[config.mk]
export PLATFORM = sky130hd
export DESIGN_NAME = zebra_scan_scheduler
export DESIGN_NICKNAME = d
export VERILOG_FILES = /design/src/rtl/zebra_pkg.sv /design/src/rtl/zebra_hysteresis.sv /design/src/rtl/zebra_scan_scheduler.sv
export SDC_FILE = /design/constraint.sdc
export NUM_CORES = 1
export LEC_CHECK = 0
export ABC_AREA = 1
export ABC_CLOCK_PERIOD_IN_PS = 1500
export CAP_MARGIN = 5
export CORE_ASPECT_RATIO = 0.5
export CORE_MARGIN = 4
export CORE_UTILIZATION = 29
export DETAILED_ROUTE_END_ITERATION = 10
export DONT_BUFFER_PORTS = 1
export HOLD_SLACK_MARGIN = 0.06
export PLACE_DENSITY = 0.54
export SYNTH_ARGS = -nofsm -noshare
export SYNTH_HDL_FRONTEND = slang
export SYNTH_SLANG_ARGS = --single-unit
[constraint.sdc]
create_clock -name clk -period 1.5 [get_ports clk]
set_input_delay 0.225 -clock clk [delete_from_list [all_inputs] [get_ports clk]]
set_output_delay 0.225 -clock clk [all_outputs]
set_load 0.05 [all_outputs]
[src/rtl/zebra_pkg.sv]
// Shared FSM encoding, default thresholds and column mapping for the zebra scan scheduler.
package zebra_pkg;

  typedef enum logic [2:0] {
    IDLE     = 3'd0,
    LOAD     = 3'd1,
    WAIT_SOF = 3'd2,
    RUN      = 3'd3,
    ACCUM    = 3'd4,
    DECIDE   = 3'd5,
    EMIT     = 3'd6
  } sched_state_t;

  localparam int unsigned IMG_WIDTH_DEF      = 320;
  localparam int unsigned N_COLS_DEF         = 4;
  localparam int unsigned COL_BASE_DEF       = 64;
  localparam int unsigned COL_STEP_DEF       = 64;
  localparam int unsigned VOTE_MIN_DEF       = 3;
  localparam int unsigned CONFIRM_SWEEPS_DEF = 2;
  localparam int unsigned RELEASE_SWEEPS_DEF = 3;

  // Caller truncates the result to its column width.
  function automatic int unsigned col_of(input int unsigned idx,
                                         input int unsigned base = COL_BASE_DEF,
                                         input int unsigned step = COL_STEP_DEF);
    return base + idx * step;
  endfunction

endpackage

[src/rtl/zebra_hysteresis.sv]
// Sweep-level confirm/release debounce: a run of positive sweeps sets present,
// a run of negative sweeps clears it.
module zebra_hysteresis
  import zebra_pkg::*;
#(
  parameter int unsigned CONFIRM_SWEEPS = CONFIRM_SWEEPS_DEF,
  parameter int unsigned RELEASE_SWEEPS = RELEASE_SWEEPS_DEF
) (
  input  logic clk,
  input  logic rst,
  input  logic clear,
  input  logic upd,
  input  logic pos,
  output logic present
);

  localparam int unsigned PW = $clog2(CONFIRM_SWEEPS + 1);
  localparam int unsigned NW = $clog2(RELEASE_SWEEPS + 1);

  logic [PW-1:0] pos_cnt_q;
  logic [NW-1:0] neg_cnt_q;

  always_ff @(posedge clk) begin
    if (rst || clear) begin
      pos_cnt_q <= '0;
      neg_cnt_q <= '0;
      present   <= 1'b0;
    end else if (upd) begin
      if (pos) begin
        neg_cnt_q <= '0;
        if (pos_cnt_q != PW'(CONFIRM_SWEEPS)) pos_cnt_q <= pos_cnt_q + 1'b1;
        // Counter is about to reach (or already holds) the confirm threshold.
        if (pos_cnt_q >= PW'(CONFIRM_SWEEPS - 1)) present <= 1'b1;
      end else begin
        pos_cnt_q <= '0;
        if (neg_cnt_q != NW'(RELEASE_SWEEPS)) neg_cnt_q <= neg_cnt_q + 1'b1;
        if (neg_cnt_q >= NW'(RELEASE_SWEEPS - 1)) present <= 1'b0;
      end
    end
  end

endmodule

[src/rtl/zebra_scan_scheduler.sv]
// Frame-level sweep controller for zebra_crossing_detector: one column per frame, vote, debounce.
// Optional ZEBRA_SCHED_STATS_EN adds saturating sweep/hit/miss counters.
module zebra_scan_scheduler
  import zebra_pkg::*;
#(
  parameter int unsigned IMG_WIDTH      = IMG_WIDTH_DEF,
  parameter int unsigned N_COLS         = N_COLS_DEF,
  parameter int unsigned COL_BASE       = COL_BASE_DEF,
  parameter int unsigned COL_STEP       = COL_STEP_DEF,
  parameter int unsigned VOTE_MIN       = VOTE_MIN_DEF,
  parameter int unsigned CONFIRM_SWEEPS = CONFIRM_SWEEPS_DEF,
  parameter int unsigned RELEASE_SWEEPS = RELEASE_SWEEPS_DEF,
  localparam int unsigned CW = $clog2(IMG_WIDTH),
  localparam int unsigned IW = $clog2(N_COLS + 1)
) (
  input  logic          clk,
  input  logic          rst,
  input  logic          enable,
  input  logic          sof,
  output logic          cfg_valid,
  input  logic          cfg_ready,
  output logic [CW-1:0] cfg_col,
  input  logic          det_valid,
  input  logic          det_hit,
  output logic          res_valid,
  input  logic          res_ready,
  output logic          res_present,
  output logic [IW-1:0] res_votes,
  output logic [2:0]    state_dbg
`ifdef ZEBRA_SCHED_STATS_EN
  ,
  output logic [15:0]   sweep_cnt,
  output logic [15:0]   hit_cnt,
  output logic [15:0]   miss_cnt
`endif
);

  if (COL_BASE + (N_COLS - 1) * COL_STEP >= IMG_WIDTH) begin : g_bad_col_range
    $error("zebra_scan_scheduler: last sweep column lies outside the frame");
  end
  if (VOTE_MIN < 1 || VOTE_MIN > N_COLS) begin : g_bad_vote_min
    $error("zebra_scan_scheduler: VOTE_MIN must be within 1..N_COLS");
  end

  sched_state_t  state_q;
  logic [IW-1:0] idx_q;
  logic [IW-1:0] votes_q;
  logic          hit_q;
  logic          sweep_pos;
  logic          hyst_upd;

  assign sweep_pos = (votes_q >= IW'(VOTE_MIN));
  assign hyst_upd  = (state_q == DECIDE);
  assign state_dbg = state_q;

  // Present only moves in DECIDE, so it is stable for the whole EMIT handshake.
  zebra_hysteresis #(
    .CONFIRM_SWEEPS (CONFIRM_SWEEPS),
    .RELEASE_SWEEPS (RELEASE_SWEEPS)
  ) u_hyst (
    .clk     (clk),
    .rst     (rst),
    .clear   (1'b0),
    .upd     (hyst_upd),
    .pos     (sweep_pos),
    .present (res_present)
  );

  always_ff @(posedge clk) begin
    if (rst) begin
      state_q   <= IDLE;
      idx_q     <= '0;
      votes_q   <= '0;
      hit_q     <= 1'b0;
      cfg_valid <= 1'b0;
      cfg_col   <= '0;
      res_valid <= 1'b0;
      res_votes <= '0;
    end else if (!enable && state_q != EMIT) begin
      state_q   <= IDLE;
      idx_q     <= '0;
      votes_q   <= '0;
      cfg_valid <= 1'b0;
    end else begin
      case (state_q)
        IDLE: begin
          state_q   <= LOAD;
          cfg_valid <= 1'b1;
          cfg_col   <= CW'(col_of(32'(idx_q), COL_BASE, COL_STEP));
        end
        LOAD: begin
          if (cfg_ready) begin
            state_q   <= WAIT_SOF;
            cfg_valid <= 1'b0;
          end
        end
        WAIT_SOF: begin
          // A det_valid here reports a frame analysed under the previous column.
          if (sof) state_q <= RUN;
        end
        RUN: begin
          if (det_valid) begin
            hit_q   <= det_hit;
            state_q <= ACCUM;
          end else if (sof) begin
            hit_q   <= 1'b0;
            state_q <= ACCUM;
          end
        end
        ACCUM: begin
          if (votes_q != IW'(N_COLS)) votes_q <= votes_q + IW'(hit_q);
          if (idx_q == IW'(N_COLS - 1)) begin
            state_q <= DECIDE;
          end else begin
            idx_q     <= idx_q + 1'b1;
            state_q   <= LOAD;
            cfg_valid <= 1'b1;
            cfg_col   <= CW'(col_of(32'(idx_q) + 32'd1, COL_BASE, COL_STEP));
          end
        end
        DECIDE: begin
          res_votes <= votes_q;
          res_valid <= 1'b1;
          idx_q     <= '0;
          votes_q   <= '0;
          state_q   <= EMIT;
        end
        EMIT: begin
          if (res_ready) begin
            res_valid <= 1'b0;
            if (enable) begin
              state_q   <= LOAD;
              cfg_valid <= 1'b1;
              cfg_col   <= CW'(col_of(32'd0, COL_BASE, COL_STEP));
            end else begin
              state_q <= IDLE;
            end
          end
        end
        default: state_q <= IDLE;
      endcase
    end
  end

`ifdef ZEBRA_SCHED_STATS_EN
  always_ff @(posedge clk) begin
    if (rst) begin
      sweep_cnt <= '0;
      hit_cnt   <= '0;
      miss_cnt  <= '0;
    end else begin
      if (state_q == DECIDE && sweep_cnt != 16'hFFFF) sweep_cnt <= sweep_cnt + 16'd1;
      if (state_q == DECIDE && sweep_pos && hit_cnt != 16'hFFFF) hit_cnt <= hit_cnt + 16'd1;
      if (enable && state_q == RUN && sof && !det_valid && miss_cnt != 16'hFFFF) begin
        miss_cnt <= miss_cnt + 16'd1;
      end
    end
  end
`endif

endmodule
==> results of run 1 <==
routing by layer:
metal	up-vias	part of all wire, %
li1	638	-
met4	0	0.56
met1	540	49
met3	2	3.8
met5	-	0
met2	26	46
placed cells by master (no fill, tap or decap), drive strengths merged:
cell type,count
clkbuf,3
nand3,21
clkinvlp,1
conb,6
a21oi,20
dlygate4sd3,1
nor3,3
o21ai,5
inv,24
nand2,45
ha,9
xor2,2
a31oi,1
buf,8
nor2,34
o211ai,1
dfxtp,23
final cells by class:
cell class	count	area [µm²]	area share [%]
clock buffers	3	41.29	2.743
multi-input cells	147	760.7	50.54
well taps	57	71.32	4.738
clock inverters	1	7.507	0.4988
flip-flops and latches	23	464.2	30.84
repair buffers	9	70.07	4.655
inverters	24	90.09	5.985
per-stage QoR:
stage          utilization [%]  power (mW)  hold WS, ns  cell area [µm²]
6_report                 33.86       1.268      0.09317             1505
5_1_grt                  33.86       1.319       0.1027             1505
4_1_cts                  33.75       1.280      0.09379             1500
3_5_place_dp             32.42      0.8564       0.2989             1441
3_3_place_gp             32.42      0.8552       0.2958             1441
2_1_floorplan                -      0.8378       0.3893             1369
tightest hold or removal path: stages:
cell and delay [ns]:
a21oi_4 0.03, nand2_1 0.06, nor2_1 0.03
synthesized netlist by cell type:
cell	count	area [µm²]
a21oi_1	18	90.09
a21oi_2	1	8.760
a21oi_4	1	16.27
a31oi_1	1	6.260
buf_1	1	3.750
buf_2	2	10.01
buf_4	6	45.04
conb_1	1	3.750
dfxtp_1	23	460.4
ha_1	9	112.6
inv_1	22	82.58
inv_2	2	7.510
nand2_1	44	165.2
nand2_2	1	6.260
nand3_1	18	90.09
nand3_2	3	30.03
nor2_1	32	120.1
nor2_4	2	22.52
nor3_1	3	15.01
o211ai_1	1	7.510
o21ai_0	5	25.02
xor2_1	2	17.52
power by group:
part	switching [mW]	total (mW)	internal (mW)
clock	0.232	0.420	0.189
combinational	0.138	0.186	0.0476
sequential	0.0349	0.661	0.627
total	0.405	1.27	0.863
timing repair:
item | CTS | global route
endpoints found under the setup margin | 0 | 1
hold buffers | 1 | 0
gates resized for setup | 0 | 1
endpoints found under the hold margin | 8 | 0
worst paths after layout:
path	cells past startpoint	from	slack [ns]	endpoint
worst max-delay path	6	idx_q[0]	0.11	cfg_col[7]
worst max register to register	6	idx_q[0]	0.11	cfg_col[7]
worst min register to register	2	idx_q[2]	0.48	idx_q[2]
worst min-delay path	3	rst	0.09	state_dbg[2]
kinds of logic after synthesis:
logic type	count (synthesis)	share of synthesized area, %
other cells	1	0.2785
simple gates	103	33.36
flops	23	34.20
fa+ha+maj	9	8.364
buf+inv	33	11.06
xor+xnor	2	1.301
compound gates	27	11.43
state kept, by name, indices dropped and copies added, names as in the netlist:
signal,cells
u_hyst.present,1
u_hyst.neg_cnt_q,2
cfg_col,3
idx_q,3
votes_q,3
res_votes,3
u_hyst.pos_cnt_q,2
state_dbg,3
res_valid,1
hit_q,1
cfg_valid,1
==> summary.md, run 1 <==
| Metric | Value |
|---|---|
| Critical path start-end classification | `flip-flop to flip-flop` |
| Library cell contributing the largest single delay on the critical path | `dfxtp_1` |
| Number of hold-slack violations in the final timing report | `0` |
| Buffers from clock root to sink, at most | `2` |
| Die Span Y | `56.18 µm` |
| Power per standard cell area | `between 800 and 900 nW/µm²` |
| Antenna violations before repair | `0` |
| Count of different cell masters after synthesis | `22` |
| Aggregate global routing overflow | `0` |
| Met2 Usage GRT | `about 17%` |
| Total standard cell area after synthesis | `1346 µm²` |
| Clock slew at the register clock pins of the worst setup and hold paths | `0.10 ns` |
| Cells after Synth | `198` |
| Routed Antenna Nets | `0` |
| Routed WL | `3042 µm` |
| Number of buffers inserted during clock tree synthesis | `3` |
| Detail-routed net length per standard cell | `11.52 µm` |
| Placed Cells incl. Taps | `259` |
| Die Footprint | `5863 µm²` |
| Share of final-layout standard cells stronger than drive strength 1 | `around an eighth` |
| Width of the die | `approximately 100 µm` |
| CP startpoint kind | `flip-flop` |
| Number of max-capacitance violations reported | `0` |
| Drc violations | `0` |
| Number of H-tree levels | `1` |
| Required time of the critical path | `1.67 ns` |
| Arrival @ worst endpoint | `1.56 ns` |
| Initial standard-cell utilization of the core | `30.28%` |
| Via count of the first global-routing pass | `1,103` |
| Final-report setup violation count | `0` |
| Post-Route Setup TNS | `0 ns` |
| Avg Inst Size Synth | `around 6.8 µm²` |
| Actual transition at the worst max-transition pin | `0.5165 ns` |
| Maximum number of pins on one net before global-route repair | `15` |
| Number of vias per cell after detailed routing | `4.568` |
| Met1 Use GR | `13.45%` |
| Final count of pins violating max slew | `0` |
| Fill cell total of the finished layout | `483` |
| Total clock sinks | `23` |
| Max Freq | `717.9 MHz` |
| Share of the cycle needed by the critical path after routing | `92.86%` |
| Time the final worst path needs with I/O delays and setup | `around 1.4 ns` |
| Row count | `17` |
| Critical Path Sink Type | `flip-flop` |
| Detailed placer's ending HPWL | `2357 µm` |
| Yosys Warn Count | `0` |
| Vias after detailed routing | `1,206` |
| Cell seen most often among critical-path stages | `ha_1` |
| Fin cells | `264` |
| Port Buffers | `0` |
| Setup repair after global routing missed its margin | `false` |
| GR Layer Usage met3 | `2.086%` |
| Gp weighted congestion | `0.8029` |
| CP Buf/Inv Count | `0` |
| Slew margin rel. | `65.52%` |
| Number of nets at the end of the flow | `between 200 and 250` |
| Sequential share of the synthesized area | `34.20%` |
| Antenna Cells | `0` |
| Global-route usage over all layers | `10.24%` |
| Core area | `4446 µm²` |
| Worst min-delay path class | `input port to flip-flop` |
| Wire length of the first global-routing pass | `4988 µm` |
| Count of TritonRoute iterations in the first routing pass | `4` |
| Pre-CTS setup slack | `0.06405 ns` |
| Maximum fanout along the worst path | `4` |
| Layout Skew | `0.004864 ns` |
| Cell family with most CP delay | `simple AND/OR/NAND/NOR gates` |
| Register bit count reported by yosys | `23` |
| Maximum vdd drop | `approximately 350 µV` |
| Grt peak-use layer | `met2` |
| Cell at the root of the clock tree | `clkbuf_8` |
| Largest stage delay on the critical path | `0.36 ns` |
| P_leak | `0.6387 nW` |
| Area delta synth->final | `11.80%` |
| Critical-path cell list | `ha_1 > ha_1 > nand3_2 > nand3_1 > nor3_2 > nor2_1` |
| DR iter-0 viols | `66` |
| Setup Fix Bufs, Post-CTS | `0` |
| IO Pins | `26` |
| Worst Setup Slack, final | `0.1071 ns` |
| Skew-Pair Late Insertion Delay | `about 0.27 ns` |
| Status | `complete, no violations` |
| TritonCTS clock tree | `built` |
Power figures use the tool's default switching activity.
==> run 2, diff against run 1 <==
Settings changed: CORE_MARGIN 4 to 3, CTS_BUF_LIST from default to sky130_fd_sc_hd__clkbuf_4.
==> run 2 against run 1 <==
  * Via count rose by 0.66%
  * Final area is 1.2% higher
  * Clock power is 26% lower
  * Non-clock buffer count grew 3
  * Critical path type unchanged
  * Flip-flop and latch count stayed put
==> summary.md, run 2 (synthesis gave the netlist of run 1 again) <==
| Metric | Value |
|---|---|
| Die Span Y | `approximately 54 µm` |
| P_int | `0.7808 mW` |
| Total clock sinks | `23` |
| Width of the die | `102.4 µm` |
| Required time of the critical path | `around 1.7 ns` |
| Power per standard cell area | `767.2 nW/µm²` |
| Critical path start-end classification | `flip-flop to flip-flop` |
| CP Buf/Inv Count | `0` |
| Maximum vdd drop | `around 230 µV` |
| Via count of the first global-routing pass | `between 1k and 1.5k` |
| Gate power share | `16.7%` |
| Row count | `16` |
| Time the final worst path needs with I/O delays and setup | `1.379 ns` |
| Maximum fanout along the worst path | `4` |
| Wire length of the first global-routing pass | `just over 5000 µm` |
| Worst min-delay path class | `input port to flip-flop` |
| Critical-path cell list | `ha_1 > ha_1 > nor2_1 > xor2_1 > nor2_1` |
| Share of power burned in the clock network | `26.7%` |
| TritonCTS clock tree | `built` |
| Area delta synth->final | `13.10%` |
| Actual transition at the worst max-transition pin | `0.5138 ns` |
| Drc violations | `0` |
| Final-report setup violation count | `0` |
| Number of nets at the end of the flow | `228` |
| Maximum number of pins on one net before global-route repair | `15` |
| Detailed placer's ending HPWL | `roughly 2200 µm` |
| P_leak | `0.6469 nW` |
| Pre-CTS setup slack | `0.07071 ns` |
| Switching share of total power | `33.16%` |
| Detail-routed net length per standard cell | `10.96 µm` |
| Count of TritonRoute iterations in the first routing pass | `4` |
| Antenna Cells | `0` |
| IO Pins | `26` |
| Antenna violations before repair | `0` |
| Sw power | `between 0.3 and 0.4 mW` |
| Routed WL | `2893 µm` |
| Buffers from clock root to sink, at most | `2` |
| Aggregate global routing overflow | `0` |
| Number of buffers inserted during clock tree synthesis | `3` |
| Cell at the root of the clock tree | `clkbuf_4` |
| CP startpoint kind | `flip-flop` |
| Number of hold-slack violations in the final timing report | `0` |
| Library cell contributing the largest single delay on the critical path | `dfxtp_1` |
| Number of max-capacitance violations reported | `0` |
| Share of the cycle needed by the critical path after routing | `91.91%` |
| Max Freq | `725.4 MHz` |
| Gp weighted congestion | `~0.84` |
| Leading cell types in the layout, fill and taps excluded | `nand2_1 (44), nor2_1 (32), inv_1 (22)` |
| Cell family with most CP delay | `adder cells` |
| Worst Setup Slack, final | `0.1214 ns` |
| DR iter-0 viols | `46` |
| Routed Antenna Nets | `0` |
| Flop pwr share | `56.6%` |
| Largest stage delay on the critical path | `0.37 ns` |
| Slew margin rel. | `between 60% and 70%` |
| Final count of pins violating max slew | `0` |
| Status | `complete, no violations` |
| Vias after detailed routing | `1,214` |
| Die Footprint | `about 5500 µm²` |
| Critical Path Sink Type | `flip-flop` |
| Arrival @ worst endpoint | `1.61 ns` |
| Number of vias per cell after detailed routing | `~4.6` |
| Post-Route Setup TNS | `0 ns` |
| Setup repair after global routing missed its margin | `false` |
| Layout Skew | `0.005993 ns` |
| Share of final-layout standard cells stronger than drive strength 1 | `12.86%` |
| Initial standard-cell utilization of the core | `32.33%` |
| Port Buffers | `0` |
| Core area | `4164 µm²` |
| Clock slew at the register clock pins of the worst setup and hold paths | `about 0.14 ns` |
| Most common cell after layout, fill and taps aside | `nand2_1` |
| Skew-Pair Late Insertion Delay | `0.32 ns` |
| Global-route usage over all layers | `11.63%` |
| Number of H-tree levels | `1` |
-- run 2: power groups by stage --
stage,clock network (mW),logic [mW],registers [mW]
after floorplan,0,0.139,0.699
after global placement,0,0.179,0.677
after detailed placement,0,0.179,0.677
after global routing,0.350,0.218,0.664
after CTS,0.335,0.193,0.663
final,0.312,0.195,0.661
-- run 2: metrics by stage --
stage / util (%) / cells / cell area, µm² / total power, mW / hold WS (ns)
floorplan: - / 203 / 1369 / 0.8378 / 0.3893
global placement: 34.53 / 256 / 1438 / 0.8554 / 0.2961
detailed placement: 34.53 / 256 / 1438 / 0.8557 / 0.2972
CTS: 36.21 / 264 / 1508 / 1.191 / 0.08053
global route: 36.57 / 264 / 1523 / 1.232 / 0.1025
finish: 36.57 / 264 / 1523 / 1.168 / 0.09188
-- run 2: per-layer routing --
metal | part of all wire [%] | vias up | global-route usage (%)
met5 | 0 | - | 0
met4 | 0 | 0 | 1.961
met3 | 6.0 | 0 | 3.105
met2 | 46 | 38 | 20.97
met1 | 48 | 531 | 14.33
li1 | - | 645 | -
-- run 2: worst min-delay path, stage by stage --
cell and delay [ns]:
o21ai_0 0.05, nand2_1 0.06, a21oi_1 0.05
-- run 2: what timing repair did --
action	4_1_cts	5_1_grt
hold endpoints to repair	14	0
endpoints found under the setup margin	0	3
hold buffers	4	0
setup buffers	0	0
gates resized for setup	0	4
-- run 2: final timing paths --
kind	startpoint	cells past startpoint	to	slack, ns
worst max-delay path	idx_q[0]	5	idx_q[0]	0.12
worst min-delay path	det_valid	3	hit_q	0.09
worst max register to register	idx_q[0]	5	idx_q[0]	0.12
worst min register to register	idx_q[2]	2	idx_q[2]	0.48
-- run 2: layout make-up --
cell class / count / area, µm²
multi-input combinational: 147 / 765.7
clock buffer: 3 / 22.52
inverter: 24 / 90.09
tap: 54 / 67.56
timing repair buffer: 12 / 100.1
sequential: 23 / 469.2
fill: 447 / 2641
clock inverter: 1 / 7.507
==> run 3, diff against run 2 <==
Settings changed: REMOVE_ABC_BUFFERS from default to 1.
==> run 3 against run 2 <==
  * Combinational power rose by 5%
  * Clock skew shrank 0.0020 ns
  * Die area unchanged
  * Critical path depth is 1 higher
  * Routed wire length increased by 1.7%
  * Cell count grew 1.1%
  * Final area increased by 0.74%
==> summary.md, run 3 (synthesis gave the netlist of run 1 again) <==
| Metric | Value |
|---|---|
| Number of H-tree levels | `1` |
| Detailed placer's ending HPWL | `between 2000 and 2500 µm` |
| Area delta synth->final | `13.94%` |
| Global-route usage over all layers | `11.67%` |
| Routed Antenna Nets | `0` |
| Buffers from clock root to sink, at most | `2` |
| Number of nets at the end of the flow | `231` |
| Actual transition at the worst max-transition pin | `0.5129 ns` |
| Time the final worst path needs with I/O delays and setup | `between 1 and 1.5 ns` |
| Clock slew at the register clock pins of the worst setup and hold paths | `between 0.1 and 0.15 ns` |
| Initial standard-cell utilization of the core | `32.33%` |
| Required time of the critical path | `1.73 ns` |
| P_leak | `0.6590 nW` |
| Max Freq | `~730 MHz` |
| Detail-routed net length per standard cell | `between 10 and 15 µm` |
| CP startpoint kind | `flip-flop` |
| Aggregate global routing overflow | `0` |
| Die Span Y | `54.18 µm` |
| Routed WL | `2942 µm` |
| Maximum vdd drop | `271.2 µV` |
| Gp weighted congestion | `just under 0.8` |
| Antenna Cells | `0` |
| Core area | `4164 µm²` |
| Number of hold-slack violations in the final timing report | `0` |
| Final-report setup violation count | `0` |
| Final count of pins violating max slew | `0` |
| Port Buffers | `0` |
| Arrival @ worst endpoint | `1.60 ns` |
| Maximum fanout along the worst path | `4` |
| Die Footprint | `5546 µm²` |
| Fill cell total of the finished layout | `468` |
| Number of max-capacitance violations reported | `0` |
| TritonCTS clock tree | `built` |
| Width of the die | `102.4 µm` |
| Layout Skew | `approximately 0.004 ns` |
| Antenna violations before repair | `0` |
| Power per standard cell area | `764.8 nW/µm²` |
| Vias after detailed routing | `1,207` |
| IO Pins | `26` |
| Drc violations | `0` |
| Total clock sinks | `23` |
| Number of buffers inserted during clock tree synthesis | `3` |
| Count of TritonRoute iterations in the first routing pass | `4` |
| Share of final-layout standard cells stronger than drive strength 1 | `13.15%` |
| Leading cell types in the layout, fill and taps excluded | `nand2_1 (44), nor2_1 (32), inv_1 (22)` |
| Setup Fix Bufs, Post-CTS | `0` |
| Via count of the first global-routing pass | `1,114` |
| Post-Route Setup TNS | `0 ns` |
| Cell at the root of the clock tree | `clkbuf_4` |
| Most common cell after layout, fill and taps aside | `nand2_1` |
| Overall power after layout | `1.173 mW` |
| Wire length of the first global-routing pass | `4968 µm` |
| Critical path start-end classification | `flip-flop to flip-flop` |
| Slew margin rel. | `65.76%` |
| Maximum number of pins on one net before global-route repair | `15` |
| Skew-Pair Late Insertion Delay | `between 0.3 and 0.4 ns` |
| Worst min-delay path class | `input port to flip-flop` |
| Status | `complete, no violations` |
| Critical Path Sink Type | `flip-flop` |
| DR iter-0 viols | `42` |
| Row count | `16` |
| Number of vias per cell after detailed routing | `4.521` |
| Share of the cycle needed by the critical path after routing | `between 90% and 100%` |
[run 3: routing by layer]
layer | global-route usage (%) | share of wire, % | wire length [µm]
met4 | 2.614 | 0.54 | 16
met2 | 20.22 | 46 | 1351
met3 | 3.234 | 4.1 | 121
met1 | 14.70 | 49 | 1452
met5 | 0 | 0 | 0
[run 3: repair_timing]
item | in CTS | in global routing
endpoints found under the setup margin | 0 | 4
hold buffers | 4 | 0
endpoints found under the hold margin | 11 | 0
gates resized for setup | 0 | 3
[run 3: worst paths after layout]
path,startpoint,endpoint,slack (ns),depth (start not counted)
worst min register to register,idx_q[2],idx_q[2],0.48,2
worst max register to register,idx_q[0],cfg_col[7],0.13,6
worst min-delay path,det_valid,hit_q,0.1,3
worst max-delay path,idx_q[0],cfg_col[7],0.13,6
[run 3: metrics by stage]
stage,worst slack [ns],std cells,hold WS (ns),area [µm²],utilization (%)
6_report,0.1299,267,0.09729,1534,36.84
5_1_grt,-0.01779,267,0.07457,1534,36.84
4_1_cts,0.07280,267,0.08317,1526,36.66
3_5_place_dp,0.08683,259,0.2990,1456,34.98
3_3_place_gp,0.08957,259,0.2962,1456,34.98
2_1_floorplan,-0.1767,194,0.2941,1306,-
[run 3: power breakdown]
| part | internal (mW) | leakage [nW] | switching, mW |
|---|---|---|---|
| combinational | 0.0574 | 0.458 | 0.147 |
| clock | 0.102 | 0.0139 | 0.211 |
| sequential | 0.627 | 0.187 | 0.0292 |
[run 3: critical path: stages, from the launching register on]
cell	delay [ns]
dfxtp_1	0.37
ha_1	0.21
ha_1	0.21
nand3_2	0.11
nand3_1	0.17
nor3_2	0.16
nor2_1	0.05
[run 3: final cells by class]
| type | count | area (µm²) | area share, % |
|---|---|---|---|
| Inverter | 24 | 90.09 | 5.873 |
| Timing Repair Buffer | 15 | 122.6 | 7.994 |
| Clock inverter | 1 | 7.507 | 0.4894 |
| Multi-Input combinational cell | 147 | 760.7 | 49.59 |
| Clock buffer | 3 | 22.52 | 1.468 |
| Sequential cell | 23 | 462.9 | 30.18 |
| Tap cell | 54 | 67.56 | 4.405 |
